## src/rtl/keypress_pkg.sv

```systemverilog
// Keypad scanner shared types.
// Used by module_keypress and module_row_encoder.
package keypress_pkg;

  typedef logic [1:0] row_code_t;
  typedef logic [1:0] col_code_t;
  typedef logic [3:0] key_code_t;

  localparam logic [3:0] ROW_NONE = 4'b1111;

endpackage

```

## src/rtl/module_row_encoder.sv

```systemverilog
// Active-low one-hot row sense decoder.
// Purely combinational: row code plus valid/none/multi flags.
module module_row_encoder
  import keypress_pkg::*;
(
  input  logic [3:0] posf,
  output row_code_t  row_code,
  output logic       valid,
  output logic       none,
  output logic       multi
);

  always_comb begin
    row_code = '0;
    valid    = 1'b0;
    none     = 1'b0;
    multi    = 1'b0;
    unique case (1'b1)
      (posf == 4'b1110): begin
        row_code = 2'd0;
        valid    = 1'b1;
      end
      (posf == 4'b1101): begin
        row_code = 2'd1;
        valid    = 1'b1;
      end
      (posf == 4'b1011): begin
        row_code = 2'd2;
        valid    = 1'b1;
      end
      (posf == 4'b0111): begin
        row_code = 2'd3;
        valid    = 1'b1;
      end
      (posf == ROW_NONE): none = 1'b1;
      default:            multi = 1'b1;
    endcase
  end

endmodule

```

## src/rtl/module_keypress.sv

```systemverilog
// Keypad row/column capture with synchronizer and debounce.
// KEYPRESS_DEBOUNCE_EN selects the counter; undefined accepts on first sample.
module module_keypress
  import keypress_pkg::*;
#(
  parameter int unsigned DEBOUNCE_CYCLES = 4,
  parameter int unsigned CNT_W           = 16
) (
  input  logic       clk_i,
  input  logic       rst_n_i,
  input  logic [1:0] dato_codc_i,
  input  logic [3:0] posf_i,
  output logic [1:0] dato_codf_o,
  output logic [3:0] key_code_o,
  output logic       key_valid_o,
  output logic       key_strobe_o,
  output logic       multi_err_o
);

  if (DEBOUNCE_CYCLES < 1 || DEBOUNCE_CYCLES >= (1 << CNT_W))
  begin : g_bad_cfg
    $error("module_keypress: DEBOUNCE_CYCLES out of range");
  end

  logic [3:0] posf_s1, posf_s2;
  col_code_t  col_s1, col_s2;

  always_ff @(posedge clk_i or negedge rst_n_i) begin
    if (!rst_n_i) begin
      posf_s1 <= ROW_NONE;
      posf_s2 <= ROW_NONE;
      col_s1  <= '0;
      col_s2  <= '0;
    end else begin
      posf_s1 <= posf_i;
      posf_s2 <= posf_s1;
      col_s1  <= dato_codc_i;
      col_s2  <= col_s1;
    end
  end

  row_code_t row;
  logic      valid, none, multi;

  module_row_encoder u_enc (
    .posf     (posf_s2),
    .row_code (row),
    .valid    (valid),
    .none     (none),
    .multi    (multi)
  );

  // Second decoder looks one stage early so multi_err_o lines up with posf_s2.
  row_code_t unused_s1_row;
  logic      unused_s1_valid, unused_s1_none;
  logic      s1_multi;

  module_row_encoder u_enc_err (
    .posf     (posf_s1),
    .row_code (unused_s1_row),
    .valid    (unused_s1_valid),
    .none     (unused_s1_none),
    .multi    (s1_multi)
  );

  logic samp_chg;
  logic fire;

  assign samp_chg = {posf_s1, col_s1} != {posf_s2, col_s2};

`ifdef KEYPRESS_DEBOUNCE_EN
  localparam logic [CNT_W-1:0] CNT_ACC = CNT_W'(DEBOUNCE_CYCLES - 1);
  localparam logic [CNT_W-1:0] CNT_MAX = CNT_W'(DEBOUNCE_CYCLES);

  // cnt = cycles the current sample has been stable, minus one.
  logic [CNT_W-1:0] cnt;

  always_ff @(posedge clk_i or negedge rst_n_i) begin
    if (!rst_n_i) begin
      cnt <= '0;
    end else if (samp_chg || multi) begin
      cnt <= '0;
    end else if (cnt != CNT_MAX) begin
      cnt <= cnt + 1'b1;
    end
  end

  assign fire = (cnt == CNT_ACC) && !multi;
`else
  logic first;

  always_ff @(posedge clk_i or negedge rst_n_i) begin
    if (!rst_n_i) begin
      first <= 1'b0;
    end else begin
      first <= samp_chg;
    end
  end

  assign fire = first;
`endif

  always_ff @(posedge clk_i or negedge rst_n_i) begin
    if (!rst_n_i) begin
      dato_codf_o  <= '0;
      key_code_o   <= '0;
      key_valid_o  <= 1'b0;
      key_strobe_o <= 1'b0;
      multi_err_o  <= 1'b0;
    end else begin
      key_strobe_o <= 1'b0;
      multi_err_o  <= s1_multi;
      if (fire && valid) begin
        dato_codf_o  <= row;
        key_code_o   <= {row, col_s2};
        key_valid_o  <= 1'b1;
        key_strobe_o <= 1'b1;
      end else if (fire && none) begin
        key_valid_o  <= 1'b0;
      end
    end
  end

endmodule

```

## config.mk

```make
export PLATFORM = sky130hd
export DESIGN_NAME = module_keypress
export DESIGN_NICKNAME = d
export VERILOG_FILES = /design/src/rtl/keypress_pkg.sv /design/src/rtl/module_row_encoder.sv /design/src/rtl/module_keypress.sv
export SDC_FILE = /design/constraint.sdc
export NUM_CORES = 1
export LEC_CHECK = 0
export CORE_ASPECT_RATIO = 0.7
export CORE_MARGIN = 4
export CORE_UTILIZATION = 43
export DETAILED_ROUTE_END_ITERATION = 7
export GPL_TIMING_DRIVEN = 0
export PLACE_DENSITY_LB_ADDON = 0.08
export SYNTH_ARGS = -nofsm -noshare
export SYNTH_HDL_FRONTEND = slang
export SYNTH_SLANG_ARGS = --single-unit
export TNS_END_PERCENT = 5
```

## constraint.sdc

```tcl
create_clock -name clk_i -period 1.1 [get_ports clk_i]
set_input_delay 0.165 -clock clk_i [delete_from_list [all_inputs] [get_ports clk_i]]
set_output_delay 0.165 -clock clk_i [all_outputs]
set_load 0.005 [all_outputs]
```

==> results of run 1 <==
==> worst paths after layout <==
kind | endpoint | slack (ps) | depth (start not counted)
min in group asynchronous | key_valid_o | 330 | 1
setup reg to reg | key_code_o[1] | -190 | 4
max in group asynchronous | col_s1[0] | 260 | 1
hold / removal | posf_s1[3] | 250 | 1
setup / recovery | key_code_o[1] | -190 | 4
hold reg to reg | posf_s2[0] | 390 | 0
==> worst register-to-register path: stages (launching register included) <==
cell and delay, ps:
dfstp_2 600, buf_6 140, nand4b_1 140, o211a_1 180
o22ai_1 160
==> flip-flops by register name, summed over array words and instances, names as in the netlist <==
signal,count
posf_s1,4
key_valid_o,1
key_strobe_o,1
col_s1,2
key_code_o,3
posf_s2,4
multi_err_o,1
fire,1
dato_codf_o,1
col_s2,2
==> synthesized netlist by cell type (all sizes together), types with 2 or more instances <==
cell type,instances
o21ai,4
dfstp,8
buf,6
a21oi,3
xnor2,3
dfrtp,12
nand2,6
a31oi,5
o22ai,2
o221ai,2
xor2,4
nand4b,2
inv,2
nand3,2
==> cells in the final DEF (no fill, tap or decap), types with 2 or more instances in the layout <==
cell type and count:
dfrtp_1 12, buf_4 11, dfstp_2 8, clkdlybuf4s50_1 7, buf_6 6, nand2_1 6
a31oi_1 5, xor2_1 4, o21ai_0 4, clkbuf_2 4, clkbuf_4 3, clkdlybuf4s15_1 3
xnor2_1 2, nand3_1 2, inv_1 2, nand4b_1 2, a21oi_1 2, o221ai_1 2
==> cells by family (layout without fill, tap and decap cells) <==
group / Yosys count / after routing / share of synthesized area [%]
AOI/OAI and AO/OA: 19 / 19 / 14.7
xor gates and xnor gates: 7 / 7 / 7.36
adders and majority gates: 1 / 1 / 1.20
buffers and inverters: 8 / 37 / 6.16
DFF: 20 / 20 / 61.3
and+or+nand+nor: 15 / 15 / 9.31
==> cell type report <==
class	instances	area, sq um	share of cell area [%]
Inverter	2	7.51	0.647
Clock buffer	3	22.5	1.94
Tap cell	22	27.5	2.37
Sequential cell	20	510	44.0
Buffer	5	52.6	4.53
Multi-Input combinational cell	42	292	25.1
Clock inverter	1	30.0	2.59
Timing Repair Buffer	26	218	18.8
==> routing by layer <==
layer	vias up	share of wire, %
li1	306	-
met1	311	42
met2	17	49
met3	5	6.6
met4	0	2.0
met5	-	0
==> power groups by stage <==
stage	combinational, W	clock (W)	sequential [W]
after floorplan	0.000133	0	0.000861
after global placement	0.000283	0	0.000862
after detailed placement	0.000287	0	0.000865
after CTS	0.000334	0.000616	0.000852
after global routing	0.000362	0.000643	0.000862
final	0.000329	0.000602	0.000854
==> metrics by stage <==
stage          std cells  instance area, sq um  worst slack [ps]  setup TNS [ps]
3_3_place_gp         108                  1040              -164           -3290
4_1_cts              121                  1170              -159            -909
2_1_floorplan         70                   850             -69.5            -291
6_report             121                  1160              -190            -911
3_5_place_dp         108                  1040              -191           -3880
5_1_grt              121                  1160              -250           -1550
==> repair_timing <==
action                     CTS  global route
setup buffers               10             0
gates resized for setup     24             6
setup endpoints to repair   16            13
pin swaps                    4             2
==> results.json, run 1 <==
{
  "startpoint": "posf_s2[0]",
  "viasPerCell": 5.28,
  "cpPeakStageDelay_ps": 600,
  "hpwl_um": 1040,
  "status": "finished with violations",
  "initial_core_util_pct": 44.9,
  "syn_avg_cell_area_sq_um": 11.9,
  "synth_edf_count": 0,
  "async_reset_ff_share_pct": 100,
  "reg2reg_from": "posf_s2[0]",
  "vias": 639,
  "crit_fanout": 7,
  "switching_share_pct": 22.7,
  "io_buffers": 16,
  "area_delta_synth_final_pct": 39.2,
  "critPathKind": "reg -> reg",
  "violations": "negative setup slack",
  "cts_max_path_buffers": 2,
  "cts.sinks": 20,
  "synth_cells": 70,
  "grt_max_degree": 21,
  "utilization_pct": 62.6,
  "cap_viol_max_count": 0,
  "total_power_w": 0.00178,
  "synth_area_leaders": "dfrtp_1 36%, dfstp_2 25%, xor2_1 4.2%, a31oi_1 3.8%, xnor2_1 3.2%",
  "finalSetupViolCount": 9,
  "grt_pass1_vias": 616,
  "syn_nets": 78,
  "power.internal_w": 0.00138,
  "ys_types": 25,
  "grt_use_met3_pct": 5.14,
  "rsz0062_at_grt": "yes",
  "num_io_pins": 17,
  "worst_pin_slew_ps": 840,
  "clk_latency_ps": 300,
  "first_pass_iters": 2,
  "drc_errors": 0,
  "holdWs_ps": 250,
  "synth_top_area_share_pct": 36.0,
  "gr-usage-met1_pct": 14.9,
  "finalCritPeriodShare_pct": 117,
  "yosys_warnings": 0,
  "maxSlewViolCount": 0,
  "cpLargestDelayFamily": "flip-flops",
  "numCtsBuffers": 3,
  "fillCellCount": 155,
  "grtUsageTotal_pct": 13.6,
  "die_width_um": 60.6,
  "drt_iter0_drc": 7,
  "grt_pass1_wl_um": 2600,
  "critPathBufInv": 1,
  "core_area_sq_mm": 0.00185,
  "gp_congestion": 0.688,
  "ys_seq_elements": 20,
  "combPwrFrac_pct": 18.4,
  "p_sw_w": 0.000404,
  "cts_max_level": 1,
  "grt_busiest_layer": "met2",
  "yosysTopAreaCell": "dfrtp_1",
  "grt-ovfl-total": 0,
  "cp-start-kind": "register",
  "die_h_um": 44.8,
  "cts_root_buffer": "clkbuf_4",
  "synth-main-ff-cell": "dfrtp_1",
  "cp_slowest_cell": "dfstp_2",
  "ir_drop_mv": 1.31,
  "routedWlPerCell_um": 13.1,
  "hp-class": "in -> reg",
  "relSlewSlack_pct": 43.8,
  "worstPathCellList": "buf_6 -> nand4b_1 -> o211a_1 -> o22ai_1",
  "ys_seq_area_share_pct": 61.3,
  "clkSlewWorstSetupHoldPaths_ps": 110,
  "leakage_nw": 0.510,
  "grt.met2_usage_pct": 22.6,
  "min_period_ps": 1290,
  "hold_viol": 0,
  "antenna_found_initial": 0,
  "crit_required_ps": 1330,
  "powerDensity_mw_per_mm2": 1540,
  "worstSetupEndpointType": "register",
  "ant_nets": 0,
  "fmaxAchievable_mhz": 775,
  "clkPwrFrac_pct": 33.7,
  "rows": 13,
  "setup_slack_ps": -190,
  "cts_tree": "yes",
  "diodes": 0,
  "fp.dieArea_sq_mm": 0.00272,
  "netlist_area_sq_um": 833,
  "seqPwrFrac_pct": 47.8,
  "fin_nets": 108,
  "hp-start": "posf_i[3]",
  "wl_um": 1590,
  "layout-drive-gt1-share_pct": 37.4,
  "arrival_ps": 1520,
  "clock_skew_ps": 2.02,
  "cts_hold_buf": 0
}
Note: power is estimated with default switching activity, not from simulation.
==> run 2: changes to the inputs <==
Settings changed: CORE_UTILIZATION 43 to 45.
Clock period 1.1 ns to 1.3 ns, I/O delays scaled along.
==> results.json, run 2 (synthesis results as in run 1) <==
{
  "utilization_pct": 70.4,
  "grt_use_met3_pct": 6.25,
  "routedWlPerCell_um": 13.8,
  "cap_viol_max_count": 0,
  "clk_latency_ps": 300,
  "switching_share_pct": 22.3,
  "initial_core_util_pct": 50.0,
  "cts_max_path_buffers": 2,
  "grt_pass1_wl_um": 2450,
  "fin_area_sq_mm": 0.00117,
  "finalSetupViolCount": 0,
  "grt.met2_usage_pct": 17.6,
  "multi_input_area_sq_um": 283,
  "hpwl_um": 1020,
  "antenna_found_initial": 0,
  "layout_commonest_cell": "dfrtp_1",
  "crit_fanout": 5,
  "die_h_um": 44.0,
  "cts_tree": "yes",
  "finalCritPeriodShare_pct": 98.4,
  "gr-usage-met1_pct": 18.4,
  "powerDensity_mw_per_mm2": 1260,
  "arrival_ps": 1510,
  "dpl_cell_area_sq_mm": 0.00102,
  "clkPwrFrac_pct": 34.0,
  "final_cell_mix": "12 x dfrtp_1, 11 x buf_4, 8 x dfstp_2",
  "grt-ovfl-total": 0,
  "drt_iter0_drc": 28,
  "ir_drop_mv": 0.830,
  "area_delta_synth_final_pct": 40.8,
  "rows": 12,
  "seq_area_sq_um": 510,
  "layout-drive-gt1-share_pct": 31.0,
  "diodes": 0,
  "hp-class": "in -> reg",
  "ant_nets": 0,
  "first_pass_iters": 4,
  "cts_root_buffer": "clkbuf_4",
  "p_sw_w": 0.000331,
  "setup_slack_ps": 20.8,
  "io_buffers": 16,
  "crit_required_ps": 1530,
  "power.internal_w": 0.00115,
  "clock_skew_ps": 3.67,
  "gp_congestion": 0.736,
  "top_regs": "posf_s1 x4, posf_s2 x4, key_code_o x3",
  "fmaxAchievable_mhz": 782,
  "worstSetupEndpointType": "register",
  "leakage_nw": 0.516,
  "fillCellCount": 122,
  "wl_um": 1670,
  "clkSlewWorstSetupHoldPaths_ps": 110,
  "num_io_pins": 17,
  "grt_max_degree": 21,
  "grt_busiest_layer": "met1",
  "seqPwrFrac_pct": 48.3,
  "fin_nets": 109,
  "grt_pass1_vias": 539,
  "min_period_ps": 1280,
  "hold_viol": 0,
  "preCtsSetupSlack_ps": -36.2,
  "core_area_sq_mm": 0.00167,
  "drc_errors": 0,
  "relSlewSlack_pct": 42.2,
  "maxSlewViolCount": 0,
  "total_power_w": 0.00148,
  "combPwrFrac_pct": 17.7,
  "rsz0062_at_grt": "yes",
  "status": "completed",
  "viasPerCell": 5.46,
  "fp.dieArea_sq_mm": 0.00262,
  "cp-start-kind": "register",
  "fin_cells": 121,
  "numCtsBuffers": 3,
  "cts_max_level": 1,
  "grtUsageTotal_pct": 12.9,
  "die_width_um": 59.4,
  "critPathKind": "reg -> reg",
  "cts.sinks": 20,
  "dp.cells": 107,
  "worst_pin_slew_ps": 864,
  "vias": 661
}
run 2: cell count changes in the layout (fill, tap and decap cells not counted), moves of 2 or more:
cell             previous run  this run
buf_6                       6         4
clkbuf_2                    4         0
clkdlybuf4s15_1             3         1
dlygate4sd2_1               0         7
run 2: repair_timing:
item                       4_1_cts  5_1_grt
hold endpoints to repair         0        0
cloned                           0        1
setup endpoints to repair       12        5
pin swaps                        1        4
gates resized for setup         14        4
buffers inserted                 2        7
hold buffers                     0        0
run 2: final timing paths:
path	depth (start not counted)	slack, ps	to	startpoint
max in group asynchronous	1	400	fire	rst_n_i
worst max-delay path	4	20	key_code_o[0]	posf_s2[0]
worst min-delay path	1	290	posf_s1[1]	posf_i[1]
worst max register to register	4	20	key_code_o[0]	posf_s2[0]
min in group asynchronous	1	370	dato_codf_o[0]	rst_n_i
worst min register to register	0	390	posf_s2[0]	posf_s1[0]
run 2: per-stage QoR:
stage | hold WS, ps | setup TNS [ps]
2_1_floorplan | -101 | 0
3_3_place_gp | 376 | -216
3_5_place_dp | 379 | -457
4_1_cts | 271 | -3.30
5_1_grt | 253 | -26.1
6_report | 288 | 0
run 2: critical path: stages, from the launching register on:
cell and delay [ps]:
dfstp_2 590, buf_6 130, nand4b_1 140, o211a_1 200
o22ai_1 150
run 2: power by group through the flow:
| stage | Sequential [W] | Clock (W) | Combinational (W) |
|---|---|---|---|
| floorplan | 0.000728 | 0 | 0.000108 |
| global placement | 0.000728 | 0 | 0.000235 |
| detailed placement | 0.000730 | 0 | 0.000240 |
| CTS | 0.000713 | 0.000521 | 0.000234 |
| global route | 0.000721 | 0.000551 | 0.000285 |
| finish | 0.000714 | 0.000503 | 0.000262 |
run 2: per-layer routing:
metal | share of wire, % | vias up | wire length (um)
met5 | 0 | - | 0
met4 | 1.2 | 0 | 20
met3 | 8.0 | 4 | 133
met2 | 47 | 24 | 790
met1 | 43 | 322 | 727
li1 | - | 311 | -
run 2: layout make-up:
type | instances | area share, %
Buffer | 6 | 5.12
Clock buffer | 3 | 1.92
Clock inverter | 1 | 2.56
Inverter | 2 | 0.640
Multi-Input combinational cell | 42 | 24.1
Sequential cell | 20 | 43.5
Tap cell | 21 | 2.24
Timing Repair Buffer | 26 | 19.9
